==> src/rtl/rob_pkg.sv <==
// -----------------------------------------------------------------------------
// rob_pkg -- types shared by the ROB front-end blocks.
//   ar_state_e : AR front-stage FSM states (IDLE/ALLOC/SEND)
//   ar_req_t   : held AR request (id, addr, len, size, burst)
//   uid_width  : unique-ID width derivation shared with allocator_tag_map
// -----------------------------------------------------------------------------
package rob_pkg;

   localparam int AR_ID_W   = 4;
   localparam int AR_ADDR_W = 32;
   localparam int AR_LEN_W  = 8;

   typedef enum logic [1:0] {
      IDLE  = 2'd0,
      ALLOC = 2'd1,
      SEND  = 2'd2
   } ar_state_e;

   typedef struct packed {
      logic [AR_ID_W-1:0]   id;
      logic [AR_ADDR_W-1:0] addr;
      logic [AR_LEN_W-1:0]  len;
      logic [2:0]           size;
      logic [1:0]           burst;
   } ar_req_t;

   // Unique ID = row index concatenated with column index in the allocator.
   function automatic int uid_width(input int row_w, input int col_w);
      return row_w + col_w;
   endfunction

endpackage

==> src/rtl/ar_id_remap.sv <==
// -----------------------------------------------------------------------------
// ar_id_remap -- AR-channel front stage of the ROB.
// Accepts one AXI read-address request at a time, obtains a unique ID from the
// allocator, emits a one-cycle metadata pulse on grant and forwards the request
// downstream with ARID replaced by the unique ID.
//
// Ports:
//   clk, rst                 clock, synchronous active-high reset
//   ar_in_*                  upstream AR channel (valid/ready/id/addr/len/size/burst)
//   ar_out_*                 downstream AR channel, id = remapped unique ID
//   alloc_req/alloc_in_id    request to allocator with held ARID
//   alloc_gnt/alloc_uid      combinational grant + unique ID from allocator
//   meta_valid/uid/len       one-cycle pulse on grant for ROB slot reservation
//   stall_cnt                cycles spent waiting for a grant (saturating);
//                            present only when AR_REMAP_STALL_CNT_EN is defined
// -----------------------------------------------------------------------------
module ar_id_remap
   import rob_pkg::*;
#(
   parameter int ID_WIDTH = AR_ID_W,
   parameter int UID_W    = uid_width(2, 2),
   parameter int ADDR_W   = AR_ADDR_W,
   parameter int LEN_W    = AR_LEN_W
) (
   input  logic              clk,
   input  logic              rst,
   input  logic              ar_in_valid,
   output logic              ar_in_ready,
   input  logic [ID_WIDTH-1:0] ar_in_id,
   input  logic [ADDR_W-1:0] ar_in_addr,
   input  logic [LEN_W-1:0]  ar_in_len,
   input  logic [2:0]        ar_in_size,
   input  logic [1:0]        ar_in_burst,
   output logic              ar_out_valid,
   input  logic              ar_out_ready,
   output logic [UID_W-1:0]  ar_out_id,
   output logic [ADDR_W-1:0] ar_out_addr,
   output logic [LEN_W-1:0]  ar_out_len,
   output logic [2:0]        ar_out_size,
   output logic [1:0]        ar_out_burst,
   output logic              alloc_req,
   output logic [ID_WIDTH-1:0] alloc_in_id,
   input  logic              alloc_gnt,
   input  logic [UID_W-1:0]  alloc_uid,
   output logic              meta_valid,
   output logic [UID_W-1:0]  meta_uid,
   output logic [LEN_W-1:0]  meta_len
`ifdef AR_REMAP_STALL_CNT_EN
  ,output logic [15:0]       stall_cnt
`endif
);

   ar_state_e        state, state_nxt;
   ar_req_t          hold;
   logic [UID_W-1:0] uid_q;
   logic             capture;
   logic             uid_ld;

   // Next state and decoded outputs. Reset forces every handshake output low
   // so nothing leaks out while the stage is being cleared.
   always_comb begin
      state_nxt    = state;
      capture      = 1'b0;
      uid_ld       = 1'b0;
      ar_in_ready  = 1'b0;
      alloc_req    = 1'b0;
      meta_valid   = 1'b0;
      ar_out_valid = 1'b0;
      case (state)
         IDLE: begin
            ar_in_ready = 1'b1;
            if (ar_in_valid) begin
               capture   = 1'b1;
               state_nxt = ALLOC;
            end
         end
         ALLOC: begin
            alloc_req = 1'b1;
            if (alloc_gnt) begin
               meta_valid = 1'b1;
               uid_ld     = 1'b1;
               state_nxt  = SEND;
            end
         end
         SEND: begin
            ar_out_valid = 1'b1;
            // Accepting on the send cycle avoids an IDLE bubble.
            ar_in_ready  = ar_out_ready;
            if (ar_out_ready) begin
               capture   = ar_in_valid;
               state_nxt = ar_in_valid ? ALLOC : IDLE;
            end
         end
         default: state_nxt = IDLE;
      endcase
      if (rst) begin
         ar_in_ready  = 1'b0;
         alloc_req    = 1'b0;
         meta_valid   = 1'b0;
         ar_out_valid = 1'b0;
         capture      = 1'b0;
         uid_ld       = 1'b0;
         state_nxt    = IDLE;
      end
   end

   always_ff @(posedge clk) begin
      if (rst) begin
         state <= IDLE;
         hold  <= '0;
         uid_q <= '0;
      end else begin
         state <= state_nxt;
         if (capture) begin
            hold.id    <= AR_ID_W'(ar_in_id);
            hold.addr  <= AR_ADDR_W'(ar_in_addr);
            hold.len   <= AR_LEN_W'(ar_in_len);
            hold.size  <= ar_in_size;
            hold.burst <= ar_in_burst;
         end
         if (uid_ld) uid_q <= alloc_uid;
      end
   end

   assign alloc_in_id  = ID_WIDTH'(hold.id);
   assign ar_out_id    = uid_q;
   assign ar_out_addr  = ADDR_W'(hold.addr);
   assign ar_out_len   = LEN_W'(hold.len);
   assign ar_out_size  = hold.size;
   assign ar_out_burst = hold.burst;

   // Metadata is combinational so the ROB reserves the slot in the grant cycle.
   assign meta_uid = meta_valid ? alloc_uid : '0;
   assign meta_len = meta_valid ? LEN_W'(hold.len) : '0;

`ifdef AR_REMAP_STALL_CNT_EN
   logic [15:0] stall_q;
   always_ff @(posedge clk) begin
      if (rst)
         stall_q <= '0;
      else if (state == ALLOC && !alloc_gnt && stall_q != 16'hFFFF)
         stall_q <= stall_q + 16'd1;
   end
   assign stall_cnt = stall_q;
`endif

endmodule

==> config.mk <==
export PLATFORM = sky130hd
export DESIGN_NAME = ar_id_remap
export DESIGN_NICKNAME = d
export VERILOG_FILES = /design/src/rtl/rob_pkg.sv /design/src/rtl/ar_id_remap.sv
export SDC_FILE = /design/constraint.sdc
export NUM_CORES = 1
export LEC_CHECK = 0
export CAP_MARGIN = 15
export CORE_MARGIN = 2
export CORE_UTILIZATION = 40
export DETAILED_ROUTE_END_ITERATION = 6
export PLACE_DENSITY = 0.81
export SLEW_MARGIN = 25
export SYNTH_ARGS = -nofsm -noshare
export SYNTH_HDL_FRONTEND = slang
export SYNTH_SLANG_ARGS = --single-unit
export TNS_END_PERCENT = 50
==> constraint.sdc <==
create_clock -name clk -period 1.58 [get_ports clk]
set_clock_uncertainty 0.1 [all_clocks]
set_input_delay 0.158 -clock clk [delete_from_list [all_inputs] [get_ports clk]]
set_output_delay 0.158 -clock clk [all_outputs]
set_load 0.05 [all_outputs]
==> impl_metrics.py <==
metrics = {
    "floorplanning": {
        "fp-row-count": 28,
        "die_w_um": 82.7,
        "start_util": 0.416,
        "dieArea_um2": 6830,
        "ios": 127,
        "core-area_um2": 5960,
        "die_y_um": 82.7,
    },
    "flow_run": {
        "drv_cap": 0,
    },
    "synthesis": {
        "synth_area_um2": 2470,
        "yosysUniqueCellTypes": 23,
        "ys_seq_area_frac": 0.445,
        "synth-edff-count": 0,
        "synthCells": 280,
        "avgSynthCellArea_um2": 8.84,
        "synth_top_area_frac": 0.445,
        "yosysTopAreaCell": "dfxtp_1",
        "synth_warnings": 0,
        "async_flop_share": 0,
        "synth_area_leaders": "dfxtp_1 (44%), o311ai_1 (17%), nand4_1 (12%)",
        "synth-seq-cells": 55,
        "synth.net_count": 338,
        "ys.flop_type": "dfxtp_1",
    },
    "global_route": {
        "grt_pass1_vias": 2523,
        "overflow": 0,
        "grt.total_usage": 0.229,
        "grt_pass1_wl_um": 12300,
        "grt_max_degree": 58,
        "grt_antenna_before_repair": 0,
    },
    "cts": {
        "clock-sinks": 55,
        "cts_tree": "built",
        "numCtsBuffers": 5,
        "htree_num_levels": 2,
        "clk_pin_slew_ps": 100,
        "clk_latency_ps": 300,
        "root_buffer": "clkbuf_8",
        "clock_path_buffers": 2,
    },
    "layout": {
        "synthToLayoutAreaGrowth_pct": 64.4,
        "drive_above_1_share": 0.304,
        "antennaDiodeCount": 0,
        "layout_commonest_cell": "buf_4",
        "final_util": 0.683,
        "final_nets": 452,
        "fin_area_um2": 4070,
        "fin_cells": 470,
        "mostFrequentLayoutCells": "buf_4 (66), clkdlybuf4s50_1 (55), dfxtp_1 (53)",
    },
    "timing": {
        "hold_violations": 0,
        "finalSetupViolations": 15,
        "slew_violations": 0,
        "holdWs_ps": 195,
        "min_period_ps": 1730,
        "grt_setup_unrepaired": "true",
        "period_share": 1.10,
        "worstMarginPinSlew_ps": 896,
        "clock.fmax_mhz": 578,
        "relSlewSlack": 0.402,
        "setup_ws_ps": -151,
        "timing.setup.tns_ps": -1770,
    },
    "setup_path": {
        "crit_arrival_ps": 1470,
        "rrSetupSlack_ps": 20,
        "max_stage_delay_ps": 370,
        "critPathKind": "reg -> out",
        "cp_cell_sequence": "buf_12 > buf_12 > nor3b_4 > buf_12",
        "r2r_end": "ar_out_id[3]",
        "crit_path_start_kind": "register",
        "crit_family": "buffers and inverters",
        "crit-reg2reg-launch": "state[1]",
        "reg2reg_depth": 6,
        "cpMaxStageDelayCell": "dfxtp_2",
        "required_ps": 1320,
        "cp_max_fo": 57,
        "path_buf_inv": 3,
        "cp_common_cell": "buf_12",
        "cp-end-kind": "output port",
    },
    "run_status": {
        "status": "finished, violations left",
        "violations": "negative setup slack",
    },
    "pwr": {
        "irDropWorstVdd_v": 0.000419,
        "p_total_mw": 3.45,
        "leakagePower_nw": 1.85,
        "cellPowerDensity_nw_per_um2": 848,
    },
    "placement": {
        "globalplace.congestion": 0.760,
        "numPlacedInstances": 460,
        "pre_cts_ws_ps": -198,
        "dp_hpwl_um": 5220,
        "io_buffers": 126,
        "post_dp_cell_area_um2": 3910,
    },
    "drt": {
        "drc_errors": 0,
        "dr.pass1.iters": 5,
        "num_vias": 2699,
        "viasPerCell": 5.74,
        "ant_nets": 0,
        "routed_wl_um": 8060,
        "wire_per_inst_um": 17.1,
        "initialDrtViolationCount": 105,
    },
    "hold_path": {
        "min_path_type": "in -> reg",
        "hold_depth": 4,
        "whs_endpoint": "state[0]",
        "hp-start": "alloc_gnt",
    },
}
==> cells in the mapped netlist (2+ instances only) <==
cell,count
o311ai_1,49
clkbuf_1,23
buf_2,11
dfxtp_1,55
buf_4,4
nand2b_1,3
nor2_1,6
mux2i_1,4
buf_6,2
nand4_1,49
and2_1,13
a21oi_1,2
nand2_1,49
==> final cells by class <==
| type | instances | area, um^2 |
|---|---|---|
| multi-input combinational | 183 | 1230 |
| sequential | 55 | 1100 |
| inverter | 2 | 7.51 |
| clock buffer | 8 | 100 |
| fill | 485 | 1890 |
| tap | 75 | 93.8 |
| timing repair buffer | 147 | 1540 |
==> power breakdown <==
| group | internal (mW) | total, mW | switching (mW) |
|---|---|---|---|
| logic | 0.412 | 1.07 | 0.659 |
| clock network | 0.401 | 0.834 | 0.433 |
| registers | 1.48 | 1.54 | 0.0617 |
| total | 2.30 | 3.45 | 1.15 |
==> worst reg2reg max path, delay by kind of cell, from the launching register on <==
family,cells,cell delay (ps)
multiplexers,1,200
AND/OR/NAND/NOR,2,380
buffers and inverters,3,430
flip-flops,1,350
==> cell families after synthesis <==
kind of cell	count (synthesis)	synth area share
compound gates	52	0.180
buf+inv	42	0.0814
mux	4	0.0162
simple gates	127	0.277
flops	55	0.445
==> repair_timing <==
item,in CTS,in global routing
gates resized for setup,12,1
pin swaps,8,1
endpoints found under the setup margin,15,20
setup buffers,2,0
hold buffers,0,0
==> sequential cells by signal, indices dropped and copies added (netlist names) <==
signal and cells:
ar_out_addr 32, ar_out_id 4, state 2, ar_out_burst 2, alloc_in_id 4, ar_out_len 8
ar_out_size 3
==> layer usage <==
layer,vias up,global-route usage,part of all wire
li1,1306,-,-
met1,1265,0.286,0.41
met2,116,0.395,0.50
met3,12,0.0533,0.073
met4,0,0.0656,0.016
met5,-,0,0
==> how the worst max path moves through the flow <==
stage | startpoint | end | cells after the start | slack (ps)
after global routing | state[1] | meta_uid[1] | 4 | -270
after global placement | alloc_gnt | meta_len[6] | 5 | -180
after floorplan | state[0] | alloc_req | 3 | -50
final | state[0] | alloc_req | 4 | -150
after CTS | state[0] | meta_len[5] | 4 | -180
after detailed placement | alloc_gnt | meta_len[4] | 5 | -200
No activity file was read; power rests on OpenSTA's default activity.
